## config.mk

```make
export PLATFORM = sky130hd
export DESIGN_NAME = bmem_rd_arbiter
export DESIGN_NICKNAME = d
export VERILOG_FILES = /design/src/rtl/bmem_rd_arbiter.sv
export SDC_FILE = /design/constraint.sdc
export NUM_CORES = 1
export LEC_CHECK = 0
export ABC_AREA = 1
export CORE_ASPECT_RATIO = 2
export CORE_MARGIN = 10
export CORE_UTILIZATION = 45
export CTS_CLUSTER_SIZE = 24
export DETAILED_ROUTE_END_ITERATION = 16
export GPL_TIMING_DRIVEN = 1
export PLACE_DENSITY = 0.83
export SYNTH_ARGS = -nofsm -noshare
export SYNTH_HDL_FRONTEND = slang
export SYNTH_SLANG_ARGS = --single-unit
```

## constraint.sdc

```tcl
create_clock -name iCLK -period 2.5 [get_ports iCLK]
set_input_delay 0.5 -clock iCLK [delete_from_list [all_inputs] [get_ports iCLK]]
set_output_delay 0.5 -clock iCLK [all_outputs]
set_load 0.02 [all_outputs]
```

## src/rtl/bmem_rd_arbiter.sv

```systemverilog
// Read-port arbiter for bmem port A: display has priority, compute is protected by a
// starvation counter, and new grants are held off while a frame is being written.
module bmem_rd_arbiter #(
    parameter int ADDR_W     = 11,
    parameter int DATA_W     = 16,
    parameter int BURST_MAX  = 16,
    parameter int STARVE_LIM = 64
) (
    input  logic              iCLK,
    input  logic              iRST,
    input  logic              iWR_ACTIVE,
    input  logic              iD_REQ,
    input  logic [ADDR_W-1:0] iD_ADDR,
    input  logic              iD_LAST,
    output logic              oD_GNT,
    output logic              oD_RVALID,
    input  logic              iC_REQ,
    input  logic [ADDR_W-1:0] iC_ADDR,
    input  logic              iC_LAST,
    output logic              oC_GNT,
    output logic              oC_RVALID,
    output logic [DATA_W-1:0] oRDATA,
    output logic              oREN,
    output logic [ADDR_W-1:0] oADDR,
    input  logic [DATA_W-1:0] iQ,
    output logic              oBUSY
);

    localparam int BW = $clog2(BURST_MAX + 1);
    localparam int SW = $clog2(STARVE_LIM + 1);

    typedef enum logic [1:0] {IDLE, OWN_D, OWN_C} state_t;

    state_t            state, state_nxt;
    logic [BW-1:0]     beat_cnt;
    logic [SW-1:0]     starve;
    logic              own_req, own_last, accept, burst_full, release_now;
    logic [ADDR_W-1:0] own_addr, addr_hold;
    logic              rvalid_d, rvalid_c;
    logic [DATA_W-1:0] rdata_hold;

    // Select the current owner's request signals.
    always_comb begin
        own_req  = 1'b0;
        own_addr = iD_ADDR;
        own_last = 1'b0;
        case (state)
            OWN_D: begin
                own_req  = iD_REQ;
                own_addr = iD_ADDR;
                own_last = iD_LAST;
            end
            OWN_C: begin
                own_req  = iC_REQ;
                own_addr = iC_ADDR;
                own_last = iC_LAST;
            end
            default: begin
                own_req  = 1'b0;
                own_addr = iD_ADDR;
                own_last = 1'b0;
            end
        endcase
        accept      = own_req;
        burst_full  = (beat_cnt == BW'(BURST_MAX - 1));
        release_now = (state != IDLE) && (!own_req || own_last || burst_full);
    end

    always_ff @(posedge iCLK) begin
        if (iRST)
            state <= IDLE;
        else
            state <= state_nxt;
    end

    always_comb begin
        state_nxt = state;
        case (state)
            IDLE: begin
                if (!iWR_ACTIVE) begin
                    if (iC_REQ && (starve >= SW'(STARVE_LIM)))
                        state_nxt = OWN_C;
                    else if (iD_REQ)
                        state_nxt = OWN_D;
                    else if (iC_REQ)
                        state_nxt = OWN_C;
                end
            end
            OWN_D, OWN_C: begin
                if (release_now)
                    state_nxt = IDLE;
            end
            default: state_nxt = IDLE;
        endcase
    end

    always_ff @(posedge iCLK) begin
        if (iRST) begin
            beat_cnt <= '0;
            starve   <= '0;
        end else begin
            if (release_now)
                beat_cnt <= '0;
            else if (accept)
                beat_cnt <= beat_cnt + BW'(1);

            if ((state != OWN_C) && (state_nxt == OWN_C))
                starve <= '0;
            else if (iC_REQ && (state != OWN_C) && (starve < SW'(STARVE_LIM)))
                starve <= starve + SW'(1);
        end
    end

    // The registered valid bits double as the owner tag for data returning after release.
    always_ff @(posedge iCLK) begin
        if (iRST) begin
            addr_hold  <= '0;
            rvalid_d   <= 1'b0;
            rvalid_c   <= 1'b0;
            rdata_hold <= '0;
        end else begin
            if (accept)
                addr_hold <= own_addr;
            rvalid_d <= accept && (state == OWN_D);
            rvalid_c <= accept && (state == OWN_C);
            if (rvalid_d || rvalid_c)
                rdata_hold <= iQ;
        end
    end

    always_comb begin
        oD_GNT    = (state == OWN_D);
        oC_GNT    = (state == OWN_C);
        oBUSY     = (state != IDLE);
        oREN      = accept;
        oADDR     = accept ? own_addr : addr_hold;
        oD_RVALID = rvalid_d;
        oC_RVALID = rvalid_c;
        oRDATA    = (rvalid_d || rvalid_c) ? iQ : rdata_hold;
    end

endmodule

```

==> qor.yml <==
synth_top_area_frac: 0.4117
vdd_drop_max_v: 0.0005028
yosys-top-cells-count: "74 x nand2_1, 60 x inv_1, 44 x nor2_1, 43 x dfxtp_1, 20 x o21ai_0"
synth_area_leader_cell: "dfxtp_1"
multi_input_area_um2: 968.4
fillers: 402
wl_um: 5527
ys_seq_area_frac: 0.4117
dp_hpwl_um: 4499
fin_crit_sh: 0.9669
arrival_ns: 1.92
ys_types: 26
antenna_found_initial: 0
yosysWarnings: 0
grt_max_degree: 33
hold_violations: 0
drv_cap: 0
whs_path_depth: 2
tritoncts: "yes"
crit_fanout: 13
min_to: "beat_cnt[4]$_SDFFE_PP0N_"
synthFlopType: "dfxtp_1"
synth_area_per_cell_um2: 6.788
synth_most_common_cell: "nand2_1"
setup_violations: 0
grt_usage: 0.1448
reg2reg_to: "starve[4]$_SDFFE_PP0P_"
worstSetupStartpointType: "flop"
gp_congestion: 0.7789
start_util: 0.4591
postSynthCellCount: 308
r2r_slack_ns: 0.69
syn-cell-area_um2: 2091
rr_startpoint: "beat_cnt[0]$_SDFFE_PP0N_"
relSlewSlack: 0.7553
diodes: 0
dieHeight_um: 116.4
ys_ff_latch: 43
synth_edf_count: 0
fin_skew_ns: 0.004277
cts_hold_buffers: 0
p_leak_nw: 1.707
fin_ws_ns: 0.08286
avgViaCountPerCell: 4.619
antenna_left: 0
tightest_slew_ns: 0.3632
seq_area_um2: 863.3
clock_latency_ns: 0.29
first_global_vias: 2093
drc: 0
cts.sinks: 43
synth_area_leaders: "dfxtp_1 41%, nand2_1 13%, inv_1 11%, nor2_1 7.9%, o21ai_0 4.8%"
async_reset_ff_frac: 0
wire_per_inst_um: 12.17
dieArea_um2: 7938
whs_ns: 0.4657
initialDrtViolationCount: 64
min_period_ns: 2.417
num_vias: 2097
reg2reg_depth: 11
root_buffer: "clkbuf_8"
core_region_area_um2: 4554
hold_path_class: "flop to flop"
cts.path.max_buffers: 2
min_from: "beat_cnt[4]$_SDFFE_PP0N_"
syn_nets: 360
path_class: "flop to output port"
cts_buffers: 5
drive_above_1_share: 0.1353
nets: 450
areaGrowthSynthToFinish_pct: 49.31
clk_pin_slew_ns: 0.08
num_rows: 35
pin_count: 78
die_w_um: 68.20
max_freq_mhz: 413.7
pwr_density_cell_nw_per_um2: 519.4
io_buffers: 77
end_kind: "output port"
dr.pass1.iters: 4
grt_overflow_total: 0
h-tree-depth: 2
place_ws_ns: -0.3446
status: "complete, no violations"
grt_pass1_wl_um: 9032
worstPathRequired_ns: 2.00
finalMaxSlewViolations: 0
## metal layers
metal	vias up	wire length, µm	GRT usage
met5	-	0	0
met4	0	176	0.05668
met3	15	442	0.06244
met2	58	3118	0.2778
met1	937	1790	0.1208
li1	1087	-	-
## how the worst max path moves through the flow
stage                                   start  endpoint  slack (ns)  depth (start not counted)
final                     state[0]$_SDFF_PP0_  oADDR[1]        0.08                          9
after global routing      state[1]$_SDFF_PP0_  oADDR[1]      -0.007                         11
after global placement                 iC_REQ  oADDR[0]       -0.31                         10
after detailed placement               iC_REQ  oADDR[1]       -0.34                         10
after CTS                              iC_REQ  oADDR[8]       0.002                         10
after floorplan           state[0]$_SDFF_PP0_  oADDR[3]        0.40                         10
## timing repair
item                                   4_1_cts  5_1_grt
endpoints found under the hold margin        0        0
setup endpoints to repair                   12       11
pin swaps                                    0        0
gates resized for setup                     42       17
setup buffers                                0        1
## stage by stage
stage               std cells    util  total power, W  setup TNS, ns  instance area, µm²
finish                    454  0.6854        0.001621              0                3122
floorplan                 308       -       0.0008601              0                2091
CTS                       453  0.6854        0.001634              0                3122
global route              454  0.6854        0.001692      -0.007339                3122
detailed placement        445  0.6607        0.001015         -3.335                3009
global placement          445  0.6607        0.001009         -3.011                3009
## worst max-delay path, stage by stage, from the launching register on
cell and delay (ns):
dfxtp_2 0.37, inv_1 0.07, ha_1 0.32, nand2_2 0.08
inv_1 0.06, buf_12 0.13, or2_2 0.26, o21ai_0 0.11
inv_1 0.07, buf_2 0.16
## sequential cells by signal (all words and copies together), names as in the netlist
signal,count
addr_hold,11
beat_cnt,5
oC_RVALID,1
oD_RVALID,1
rdata_hold,16
starve,7
state,2
## cell usage in the layout (no fill, tap or decap), types with 2 or more instances in the layout
cell type / instances
o21ai_0: 17
buf_4: 15
ha_1: 6
or2_0: 2
bufinv_16: 2
o21ai_2: 5
or2_1: 7
o21ai_1: 6
clkbuf_8: 5
nand3_1: 6
nor2_4: 2
nand2_1: 74
xor2_1: 6
clkdlybuf4s50_1: 63
dfxtp_1: 41
or2_2: 4
nand2_2: 4
a21oi_1: 4
dfxtp_2: 2
dlymetal6s2s_1: 2
inv_1: 60
nor2_1: 44
buf_2: 11
## final cells by class
| class | count | share of cell area |
|---|---|---|
| clock inverter | 2 | 0.01924 |
| inverter | 60 | 0.07214 |
| timing repair buffer | 94 | 0.2766 |
| clock buffer | 6 | 0.02325 |
| sequential | 43 | 0.2766 |
| multi-input combinational | 194 | 0.3102 |
| tap | 55 | 0.02204 |
## cell families (layout without fill, tap and decap cells)
family | Yosys count | count (layout) | share of synthesized area
AOI/OAI and AO/OA | 33 | 33 | 0.08139
and+or+nand+nor | 146 | 146 | 0.2968
adders and majority gates | 7 | 7 | 0.04189
buffers and inverters | 71 | 162 | 0.1334
DFF | 43 | 43 | 0.4117
xor gates and xnor gates | 7 | 7 | 0.02932
muxes | 1 | 1 | 0.005386
## where the power goes
| part | switching (W) | internal [W] |
|---|---|---|
| sequential | 0.00000863 | 0.000699 |
| combinational | 0.000139 | 0.000147 |
| clock | 0.000228 | 0.000399 |
| total | 0.000376 | 0.00125 |
Power figures use the tool's default switching activity.
